File: src/rtl/muldiv_pkg.sv
// muldiv_pkg: shared op/state encodings and op-class helpers for the multiply/divide unit.
package muldiv_pkg;
  typedef enum logic [3:0] {
    OP_MULT, OP_MULTU, OP_MADD, OP_MADDU, OP_MSUB, OP_MSUBU, OP_DIV, OP_DIVU, OP_MTHI, OP_MTLO
  } muldiv_op_t;
  typedef enum logic [1:0] {S_IDLE, S_RUN, S_FINISH} state_t;
  function automatic logic is_signed(muldiv_op_t op);
    return op inside {OP_MULT, OP_MADD, OP_MSUB, OP_DIV};
  endfunction
  function automatic logic is_div(muldiv_op_t op);
    return op inside {OP_DIV, OP_DIVU};
  endfunction
endpackage

File: src/rtl/muldiv_step.sv
// muldiv_step: one-bit-per-cycle shift-add multiplier / restoring divider on unsigned magnitudes.
module muldiv_step #(
  parameter int WIDTH = 32
) (
  input  logic             clk,
  input  logic             rst,
  input  logic             load,
  input  logic             run,
  input  logic             div,
  input  logic [WIDTH-1:0] a,
  input  logic [WIDTH-1:0] b,
  output logic [WIDTH-1:0] hi,
  output logic [WIDTH-1:0] lo,
  output logic             last
);
  localparam int CW = $clog2(WIDTH);
  logic [WIDTH-1:0] d;
  logic [CW-1:0] cnt;
  logic [WIDTH:0] sum, shl;
  logic ge;
  // multiply: hi accumulates, lo shifts out multiplier bits; divide: hi is the partial remainder, lo shifts in quotient bits
  always_comb begin
    sum = {1'b0, hi} + (lo[0] ? {1'b0, d} : '0);
    shl = {hi, lo[WIDTH-1]};
    ge = shl >= {1'b0, d};
    last = cnt == CW'(WIDTH - 1);
  end
  always_ff @(posedge clk or posedge rst) begin
    if (rst) begin
      hi <= '0;
      lo <= '0;
      d <= '0;
      cnt <= '0;
    end else if (load) begin
      hi <= '0;
      lo <= div ? a : b;
      d <= div ? b : a;
      cnt <= '0;
    end else if (run) begin
      cnt <= cnt + 1'b1;
      hi <= div ? (ge ? shl[WIDTH-1:0] - d : shl[WIDTH-1:0]) : sum[WIDTH:1];
      lo <= div ? {lo[WIDTH-2:0], ge} : {sum[0], lo[WIDTH-1:1]};
    end
  end
endmodule

File: src/rtl/muldiv_unit.sv
// muldiv_unit: multi-cycle MIPS-style HI/LO multiply, multiply-accumulate and divide unit.
module muldiv_unit
  import muldiv_pkg::*;
#(
  parameter int WIDTH = 32
) (
  input  logic             clk,
  input  logic             rst,
  input  logic             start,
  input  logic [3:0]       op,
  input  logic [WIDTH-1:0] a,
  input  logic [WIDTH-1:0] b,
  input  logic             flush,
  output logic             busy,
  output logic             done,
  output logic             div_zero,
  output logic [WIDTH-1:0] hi,
  output logic [WIDTH-1:0] lo
);
  muldiv_op_t opc, op_q;
  state_t state, next;
  logic accept, mt, sgn, fin, sa, sb, dz, last;
  logic [WIDTH-1:0] a_mag, b_mag, p_hi, p_lo, q, r;
  logic [2*WIDTH-1:0] prod, res;
  assign opc = muldiv_op_t'(op);
  assign busy = state != S_IDLE;
  always_comb begin
    sgn = is_signed(opc);
    a_mag = sgn && a[WIDTH-1] ? -a : a;
    b_mag = sgn && b[WIDTH-1] ? -b : b;
    accept = start && !flush && state == S_IDLE && opc <= OP_DIVU;
    mt = start && !flush && state == S_IDLE && (opc == OP_MTHI || opc == OP_MTLO);
    fin = state == S_FINISH && !flush;
    // sa/sb are latched only for signed ops, so unsigned results pass through untouched
    prod = sa ^ sb ? -{p_hi, p_lo} : {p_hi, p_lo};
    q = sa ^ sb ? -p_lo : p_lo;
    r = sa ? -p_hi : p_hi;
    res = is_div(op_q) ? {r, q} :
          op_q inside {OP_MADD, OP_MADDU} ? {hi, lo} + prod :
          op_q inside {OP_MSUB, OP_MSUBU} ? {hi, lo} - prod : prod;
  end
  always_comb begin
    next = state;
    if (state == S_IDLE && accept) next = is_div(opc) && b == '0 ? S_FINISH : S_RUN;
    if (state == S_RUN && last) next = S_FINISH;
    if (state == S_FINISH) next = S_IDLE;
    if (flush) next = S_IDLE;
  end
  always_ff @(posedge clk or posedge rst) begin
    if (rst) state <= S_IDLE;
    else state <= next;
  end
  always_ff @(posedge clk or posedge rst) begin
    if (rst) begin
      op_q <= OP_MULT;
      {sa, sb, dz, done, div_zero} <= '0;
      hi <= '0;
      lo <= '0;
    end else begin
      done <= fin;
      div_zero <= fin && dz;
      if (accept) begin
        op_q <= opc;
        sa <= sgn && a[WIDTH-1];
        sb <= sgn && b[WIDTH-1];
        dz <= is_div(opc) && b == '0;
      end
      if (mt && opc == OP_MTHI) hi <= a;
      if (mt && opc == OP_MTLO) lo <= a;
      if (fin && !dz) {hi, lo} <= res;
    end
  end
  muldiv_step #(.WIDTH(WIDTH)) u_step (
    .clk(clk),
    .rst(rst),
    .load(accept),
    .run(state == S_RUN),
    .div(accept ? is_div(opc) : is_div(op_q)),
    .a(a_mag),
    .b(b_mag),
    .hi(p_hi),
    .lo(p_lo),
    .last(last)
  );
endmodule
File: config.mk
export PLATFORM = sky130hd
export DESIGN_NAME = muldiv_unit
export DESIGN_NICKNAME = d
export VERILOG_FILES = /design/src/rtl/muldiv_pkg.sv /design/src/rtl/muldiv_step.sv /design/src/rtl/muldiv_unit.sv
export SDC_FILE = /design/constraint.sdc
export NUM_CORES = 1
export LEC_CHECK = 0
export CORE_ASPECT_RATIO = 1.75
export CORE_MARGIN = 8
export CORE_UTILIZATION = 25
export DETAILED_ROUTE_END_ITERATION = 16
export GPL_ROUTABILITY_DRIVEN = 0
export MAX_ROUTING_LAYER = met4
export SLEW_MARGIN = 15
export SYNTH_ARGS = -nofsm -noshare
export SYNTH_HDL_FRONTEND = slang
export SYNTH_SLANG_ARGS = --single-unit
File: constraint.sdc
create_clock -name clk -period 7.93 [get_ports clk]
set_clock_uncertainty 0.05 [all_clocks]
set_input_delay 2.379 -clock clk [delete_from_list [all_inputs] [get_ports clk]]
set_output_delay 2.379 -clock clk [all_outputs]
set_load 0.01 [all_outputs]
-- Word level (Yosys, flattened, before mapping)
Index checks and enable logic that the tools add are counted.
- input bits: 72
- output and inout port bits: 67
- word-level logic and storage cells: 101
- register bits after elaboration: 176
- add/sub/neg operators: 10
- $lt $le $gt $ge: 2
- muxes and demuxes: 30
- equal/unequal tests: 15
- bitwise logic cells: 1
- reductions and logical operators: 30
- operator list (operator ; number):
    two-way mux 32 bit ; 18
    two-way mux 64 bit ; 4
    negator 32 bit ; 4
    adder 64 bit ; 1
    negator 64 bit ; 1
    subtractor 64 bit ; 1
    adder 32 x 33 -> 33 bit ; 1
    >= comparator 33 x 32 -> 1 bit ; 1
    logical NOT 32 bit ; 1
    subtractor 32 bit ; 1
    equality test 4 x 3 -> 1 bit (second input constant) ; 7
    nonzero test 2 bit ; 8
    logical AND 1 bit ; 14
    equality test 4 x 2 -> 1 bit (second input constant) ; 3
    two-way mux 2 bit ; 5
    two-way mux 5 bit ; 2
    equality test 4 bit (second input constant) ; 2
    nonzero test 4 bit ; 2
    adder 5 x 1 -> 5 bit (second input constant) ; 1
    equality test 5 bit (second input constant) ; 1
    <= comparator 4 x 3 -> 1 bit (second input constant) ; 1
    logical NOT 4 bit ; 1
    equality test 2 x 1 -> 1 bit (second input constant) ; 1
    equality test 2 bit (second input constant) ; 1
    other kinds (5) ; 6

-- Depth between registers and ports, before layout
Gate-level depths: netlist of run 1.
- depth in word-level cells: 9
- mapped depth: 27
- mapped depth without buffers: 25

-- By module
From an unflattened synthesis of run 1, not the netlist that was laid out.
- cell total of the unflattened synthesis: 3439
- area, all modules: 25020.2 um^2
- by module, submodules not included (module ; times used ; sequential area each (um^2) ; cells an instance ; area an instance (um^2)):
    muldiv_unit ; 1 ; 1851.8 ; 2290 ; 15831.4
    muldiv_step ; 1 ; 2527.4 ; 1149 ; 9188.8

-- Least setup slack after synthesis of run 1
No wires, ideal clock.
- kind: reg2reg
- start point: register u_step.lo[0]
- end point: register hi[18]
- cell stages (with the launch flop): 24
- arrival time: 5409 ps
- library setup time: 126 ps
- setup slack: 2345 ps
- clock period less this slack: 5585 ps
- data required time: 7754 ps
- path buffers: 3
- cells stage by stage: dfrtp_1 > clkbuf_1 > clkinv_1 > clkbuf_1 > ha_1 > or3b_2 > nor2_1 > a21oi_1 > xor2_1 > ha_1 > clkbuf_1 > nor3_1 > and2_1 > o31a_1 > a221oi_1 > o31ai_1 > o21bai_1 > nand4b_2 > a311oi_4 > o21ai_0 > a211oi_1 > xnor2_1 > a21oi_1 > a221o_1
- word-level cells in the longest chain between the ends: 7
- elaborated cells between the ends (all ways): 8
- those cells by class: add/sub (3); mux (5)
- ends and longest elaborated chain (what ; RTL line ; text):
    start: declaration ; muldiv_step.sv:13 ; output logic [WIDTH-1:0] lo,
    start signal: assignment ; muldiv_step.sv:36 ; lo <= div ? a : b;
    start signal: assignment ; muldiv_step.sv:42 ; lo <= div ? {lo[WIDTH-2:0], ge} : {sum[0], lo[WIDTH-1:1]};
    negator 64 bit ; muldiv_unit.sv:35 ; prod = sa ^ sb ? -{p_hi, p_lo} : {p_hi, p_lo};
    two-way mux 64 bit * ; muldiv_unit.sv:35 ;
    subtractor 64 bit ; muldiv_unit.sv:40 ; op_q inside {OP_MSUB, OP_MSUBU} ? {hi, lo} - prod : prod;
    two-way mux 64 bit ; muldiv_unit.sv:40 ;
    two-way mux 64 bit * ; muldiv_unit.sv:39 ; op_q inside {OP_MADD, OP_MADDU} ? {hi, lo} + prod :
    two-way mux 64 bit * ; muldiv_unit.sv:38 ; res = is_div(op_q) ? {r, q} :
    two-way mux 32 bit * ; muldiv_unit.sv:70 ; if (fin && !dz) {hi, lo} <= res;
    end signal: assignment ; muldiv_unit.sv:70 ;
    end: declaration ; muldiv_unit.sv:17 ; output logic [WIDTH-1:0] hi,
Mark *: on every way between the ends. The rest lies on a longest branch, timed or not.
A chain may end at the register's enable or synchronous reset.

-- Final worst setup path of run 1
- start point: register u_step.lo[0]
- end point: register hi[23]
Same word-level chain as after synthesis.

==> results of run 1 <==
==> flip-flops by register name (all words and copies together) (netlist names) <==
| register | count |
|---|---|
| op_q | 3 |
| sb | 1 |
| sa | 1 |
| hi | 32 |
| u_step.cnt | 5 |
| div_zero | 1 |
| dz | 1 |
| u_step.d | 32 |
| u_step.lo | 32 |
| lo | 32 |
| state | 2 |
| u_step.hi | 32 |
| done | 1 |
==> layout make-up <==
type | instances | share of cell area, %
multi-input combinational | 2793 | 66.4
antenna | 32 | 0.290
sequential | 175 | 15.8
tap | 1224 | 5.54
clock inverter | 15 | 0.774
timing repair buffer | 213 | 7.12
inverter | 180 | 2.47
clock buffer | 17 | 1.54
==> path summary, 6_finish.rpt <==
check / from / endpoint / slack (ps)
worst max-delay path: u_step.lo[0]$_DFFE_PP0P_ / hi[23]$_DFFE_PP0P_ / 420
worst min-delay path: u_step.d[26]$_DFFE_PP0P_ / u_step.d[26]$_DFFE_PP0P_ / 440
worst max register to register: u_step.lo[0]$_DFFE_PP0P_ / hi[23]$_DFFE_PP0P_ / 420
worst min register to register: u_step.d[26]$_DFFE_PP0P_ / u_step.d[26]$_DFFE_PP0P_ / 440
max in group asynchronous: rst / lo[16]$_DFFE_PP0P_ / 4340
min in group asynchronous: rst / hi[28]$_DFFE_PP0P_ / 2260
==> placed cells by master, fill, tap and decap left out, types with 30 or more instances in the layout <==
master and instances:
a211oi_1 38, nand2_1 347, mux2i_1 74, buf_4 72, clkdlybuf4s50_1 138, o211ai_1 88, dfrtp_1 175, a221oi_1 31
nand2b_1 35, a21o_1 63, o21bai_1 44, nor4_1 41, o22ai_1 30, xnor2_1 155, ha_1 197, nor2_1 285
a21oi_1 335, xor2_1 101, o21ai_0 301, diode_2 32, nand3_1 57, nand4_1 32, inv_1 178, o31ai_1 37
nor3_1 69
==> layer usage <==
layer	GRT usage [%]	vias to the layer above	part of all wire, %
met5	-	-	0
met4	19.1	0	11
met3	5.31	565	8.9
met2	36.0	1526	47
met1	21.2	12800	33
li1	-	12300	-
==> synth_stat cells, types with 7 or more instances <==
| cell | n | area share (%) |
|---|---|---|
| ha_1 | 197 | 10 |
| a21o_1 | 63 | 2.0 |
| a311oi_1 | 9 | 0.33 |
| a211oi_1 | 38 | 1.2 |
| o31ai_1 | 38 | 1.2 |
| o221ai_1 | 22 | 0.80 |
| nor3_1 | 69 | 1.4 |
| o22ai_1 | 30 | 0.78 |
| clkbuf_1 | 211 | 3.3 |
| mux2i_1 | 74 | 3.1 |
| a221o_1 | 11 | 0.45 |
| nor3b_1 | 8 | 0.25 |
| a22o_1 | 9 | 0.33 |
| or3_1 | 27 | 0.70 |
| buf_2 | 11 | 0.23 |
| o21a_1 | 17 | 0.53 |
| nor2b_1 | 25 | 0.65 |
| a21oi_1 | 335 | 6.9 |
| and3_1 | 23 | 0.59 |
| mux2_2 | 7 | 0.33 |
| xor2_1 | 102 | 3.7 |
| a22oi_1 | 27 | 0.84 |
| a21boi_0 | 11 | 0.34 |
| nand2b_1 | 38 | 0.98 |
| a221oi_1 | 31 | 1.1 |
| xnor2_1 | 156 | 5.6 |
| nand4_1 | 32 | 0.83 |
| nand3_1 | 57 | 1.2 |
| buf_1 | 11 | 0.17 |
| or4_1 | 23 | 0.71 |
| a31o_2 | 8 | 0.29 |
| nor2_1 | 290 | 4.5 |
| o211ai_1 | 88 | 2.7 |
| o21bai_1 | 44 | 1.4 |
| a31oi_1 | 29 | 0.75 |
| o21ai_0 | 302 | 6.2 |
| and2_1 | 19 | 0.49 |
| inv_1 | 179 | 2.8 |
| nand2_1 | 348 | 5.4 |
| nor4_1 | 41 | 1.1 |
| dfrtp_1 | 175 | 18 |
| or2_2 | 21 | 0.54 |
| o41ai_1 | 12 | 0.43 |
| o31a_1 | 11 | 0.40 |
==> cell families (layout without fill, tap and decap cells) <==
group                      count (synthesis)  in the layout  synth area share, %
AOI/OAI and AO/OA                       1205           1205                 31.9
and+or+nand+nor                         1048           1048                 20.3
buffers and inverters                    414            425                 6.49
xor gates and xnor gates                 258            258                 9.34
adders and majority gates                201            201                 10.5
DFF                                      175            175                 18.1
muxes                                     81             81                 3.39
other                                      0             32                    0
==> through the flow <==
step	instances	hold WS [ps]	instance area [sq um]	power, uW	setup slack, ps
after floorplan	3382	400	24200	6850	756
after global placement	4584	415	26900	9170	541
after detailed placement	4584	424	26900	9220	490
after CTS	4616	443	27600	10200	481
after global routing	4648	466	27700	11200	106
final	4649	437	27700	10500	424
==> repair_timing <==
| action | in CTS | in global routing |
|---|---|---|
| resized for setup | 0 | 2 |
| setup buffers | 0 | 0 |
| endpoints found under the setup margin | 0 | 3 |
==> critical path, delay by kind of cell, from the launching register on <==
family                   cells  cell delay [ps]
flip-flops                   1              520
XOR/XNOR                     1              160
AND/OR/NAND/NOR              9             3080
adder cells (fa/ha/maj)      1              420
buffers and inverters        2              400
AO/OA/AOI/OAI                9             2730
==> report_power, final <==
part | switching [uW] | leakage, uW | internal [uW]
combinational | 5030 | 0.00908 | 2870
clock | 528 | 0.000303 | 433
sequential | 500 | 0.00220 | 1110
==> metrics.csv, run 1 <==
metric,value,unit
Post-Syn Area,24200,sq um
Worst path max stage delay,730,ps
die width,251,um
minimum clock period,7510,ps
setup violators final,0,
clock buffer depth,2,
Ys Warns,0,
Multi-input gate area,18400,sq um
Synth Instances,3382,
number of enable flip-flop cells after synthesis,0,
status,completed,
vias in the first global route,26300,
hold buffer count at CTS,0,
I/O Pins,139,
ys flop type,dfrtp_1,
Leakage,0.0116,uW
Root Buffer,clkbuf_16,
First DRT Iteration DRCs,2664,
Core Box Area,96400,sq um
Crit Path Category,register to register,
WL final,117,mm
Fin Setup TNS,0,ps
Reg2Reg Depth,22,
Critical Path AT,7830,ps
Detail Route Antenna Nets,0,
buffers added on ports,138,
Max VDD drop,174,uV
max cap viols,0,
Max Clk Rate,133,MHz
Chip Height,428,um
CTS Buf Count,17,
clk slew on worst S/H paths,90,ps
total gr overflow,0,
clock sink count,175,
TritonCTS clock tree,done,
fraction of registers with async set/reset,100,%
fin util,28.7,%
Critical-path top delay cell,nor4_1,
Unique masters post-synth,86,
DP HPWL,90.4,mm
clk_lat worst skew,510,ps
die area,107000,sq um
CP most frequent cell,nor2_1,
Starting Density,25.1,%
Area growth syn-to-layout,14.3,%
row cnt,151,
crit-path max FO,12,
Final Hold Viols,0,
Final Slew Violations,0,
H-tree levels,4,
sequential area share after synthesis,18.1,%
Mapped Nets,3655,
syn_area_per_cell,7.16,sq um
startpoint type of the worst setup path,register,
power density over cell area,378,nW/um^2
Total GRT Usage,21.7,%
Hold/Removal Path Class,register to register,
RSZ-0062 raised after global routing,false,
Slew @ Worst Pin,1260,ps
initial antenna violation count,35,
part of the cycle the worst path needs,94.7,%
WP data required,8260,ps
DRC,0,
DR pass1 iterations,8,
Slew headroom,14.0,%
first-pass GRT wire length,171,mm
via count,27200,
hold path depth,2,
critical path capture point type,register,
largest net degree at the start of global routing,124,
Seq cells post-synth,175,
Reg area,4380,sq um
cell-by-cell trace of the critical path,nor4_1 > nand2_1 > nor2_1 > nand3_1 > or2_2 > nand2_1 > xnor2_1 > ha_1 > inv_1 > o21bai_1 > a21oi_1 > o2111ai_1 > a311oi_2 > o31ai_2 > buf_4 > a311oi_1 > nor3_1 > nor2_1 > nor2_1 > a211o_1 > a221oi_1 > a221oi_1,
WL/cell,25.1,um
layout net count,3653,
Vias/cell,5.85,
fill count,10500,
layout cells sized above 1,5.39,%
Note: power is estimated with default switching activity, not from simulation.
==> run 2: changes to the inputs <==
--- a/config.mk
+++ b/config.mk
@@ -5,12 +5,12 @@
 export SDC_FILE = /design/constraint.sdc
 export NUM_CORES = 1
 export LEC_CHECK = 0
-export CORE_ASPECT_RATIO = 1.75
 export CORE_MARGIN = 8
 export CORE_UTILIZATION = 25
 export DETAILED_ROUTE_END_ITERATION = 16
 export GPL_ROUTABILITY_DRIVEN = 0
 export MAX_ROUTING_LAYER = met4
+export PLACE_DENSITY_LB_ADDON = 0.1
 export SLEW_MARGIN = 15
 export SYNTH_ARGS = -nofsm -noshare
 export SYNTH_HDL_FRONTEND = slang
==> run 2 against run 1 <==
Effect of this change: sequential power is 2% lower; clock power is essentially flat; largest power group unchanged; via count decreased by 3.3%; critical endpoint unchanged; cell count up 0.82%.
==> metrics.csv, run 2 (synthesis gave the netlist of run 1 again) <==
metric,value,unit,change
die width,327,um,+30%
WL/cell,26.8,um,+6.5%
hold buffer count at CTS,0,,unchanged
vias in the first global route,25100,,-4.5%
placed cell areas,27100,sq um,+0.67%
clk slew on worst S/H paths,80,ps,about the same
Root Buffer,clkbuf_16,,
flop2flop setup slack,540,ps,+110 ps
first-pass GRT wire length,182,mm,+6.4%
Final Slew Violations,0,,unchanged
WL final,126,mm,+7.4%
total gr overflow,0,,unchanged
fin util,28.8,%,+0.077 points
Crit Path Category,register to register,,
metal2 WL,54.3,mm,-1.2%
most frequent cells in the layout,"nand2_1, a21oi_1, o21ai_0, nor2_1, ha_1",,
Multi-input gate area,18400,sq um,about the same
Fin Setup TNS,0,ps,unchanged
WP data required,8210,ps,-50 ps
power density over cell area,380,nW/um^2,+0.45%
Max Clk Rate,135,MHz,+1.5%
post-CTS sizing,0,,unchanged
DRC,0,,unchanged
minimum clock period,7390,ps,-112 ps
status,completed,,
Core Box Area,96300,sq um,about the same
DR pass1 iterations,6,,-2
Tot Pwr,10500,uW,+0.64%
minimum hold slack,438,ps,+0.564 ps
worst hold path startpoint,u_step.d[14]$_DFFE_PP0P_,,
RSZ-0062 raised after global routing,false,,
Total GRT Usage,23.3,%,+1.6 points
die area,107000,sq um,-0.37%
Post-CTS Setup Inserts,0,,unchanged
TritonCTS clock tree,done,,
WL met3,7.88,mm,-24%
via count,26300,,-3.3%
Chip Height,327,um,-23%
H-tree levels,4,,unchanged
DP HPWL,96.9,mm,+7.2%
Leakage,0.0116,uW,+0.30%
critical path capture point type,register,,
Area growth syn-to-layout,14.5,%,
largest net degree at the start of global routing,107,,-14%
setup violators final,0,,unchanged
Crit Reg-Reg Startpoint,u_step.lo[2]$_DFFE_PP0P_,,
part of the cycle the worst path needs,93.3,%,-1.4 points
initial antenna violation count,5,,-86%
CP startpoint,u_step.lo[2]$_DFFE_PP0P_,,
clock buffer depth,2,,unchanged
Starting Density,25.1,%,about the same
crit-path max FO,9,,-3
layout cells sized above 1,5.81,%,+0.42 points
Max VDD drop,171,uV,-1.6%
M1 WL,60.0,mm,+55%
Vias/cell,5.61,,-4.1%
final non-filler cell area,27700,sq um,+0.19%
layout net count,3666,,+0.36%
row cnt,114,,-25%
CTS Buf Count,17,,unchanged
Slew headroom,23.4,%,+9.3 points
Slew @ Worst Pin,1150,ps,-109 ps
DR top layer,met4,,
Final Hold Viols,0,,unchanged
clock sink count,175,,unchanged
fill count,10600,,+0.63%
I/O Pins,139,,unchanged
First DRT Iteration DRCs,2626,,-1.4%
Detail Route Antenna Nets,0,,unchanged
Hold/Removal Path Class,register to register,,
Critical Path AT,7680,ps,-150 ps
"commonest non-fill, non-tap cell in the layout",nand2_1,,
startpoint type of the worst setup path,register,,
buffers added on ports,138,,unchanged
max cap viols,0,,unchanged
clk_lat worst skew,510,ps,about the same
Reg area,4380,sq um,unchanged
-- run 2: cell count changes in the layout (fill, tap and decap cells not counted), sizes merged, moves of 3 or more --
| cell | previous run | this run |
|---|---|---|
| inv | 182 | 185 |
| diode | 32 | 5 |
| buf | 74 | 88 |
| clkinv | 13 | 3 |
-- run 2: report_power, final --
| part | leakage, uW | internal [uW] | switching [uW] |
|---|---|---|---|
| sequential | 0.00220 | 1110 | 466 |
| combinational | 0.00914 | 2880 | 5120 |
| clock | 0.000285 | 481 | 481 |
-- run 2: through the flow --
stage / instances / worst slack [ps]
detailed placement: 4650 / 504
CTS: 4682 / 452
finish: 4687 / 535
global route: 4682 / 270
global placement: 4650 / 582
floorplan: 3382 / 756
-- run 2: path summary, 6_finish.rpt --
check,to,cells past startpoint
setup / recovery,hi[23]$_DFFE_PP0P_,22
hold / removal,u_step.d[14]$_DFFE_PP0P_,2
setup reg to reg,hi[23]$_DFFE_PP0P_,22
hold reg to reg,u_step.d[14]$_DFFE_PP0P_,2
max in group asynchronous,lo[21]$_DFFE_PP0P_,3
min in group asynchronous,hi[28]$_DFFE_PP0P_,2
-- run 2: area by class of cell --
cell class,count,share of cell area (%)
Tap cell,1276,5.76
Timing Repair Buffer,226,7.41
Antenna cell,5,0.0452
Clock buffer,20,1.61
Inverter,180,2.47
Multi-Input combinational cell,2793,66.4
Sequential cell,175,15.8
Clock inverter,12,0.533
-- run 2: critical path, stage by stage, from the launching register on --
cell and delay [ps]:
dfrtp_1 490, nor4_2 690, nand2_1 390, nor2_1 450, nand2_1 100, nor3_1 620, a21oi_1 170, xnor2_1 360
inv_1 80, ha_1 390, inv_1 180, o21bai_1 90, a21oi_1 300, o2111ai_1 300, a311oi_2 580, o31ai_1 250
a311oi_1 690, nor3_1 140, nor2_1 150, nor2_1 50, a211o_1 290, a221oi_1 320, a221oi_1 80
-- run 2: routing by layer --
metal,track usage [%],vias to the layer above
met5,-,-
met4,6.14,0
met3,2.77,127
met2,34.9,931
met1,33.1,12900
li1,-,12300
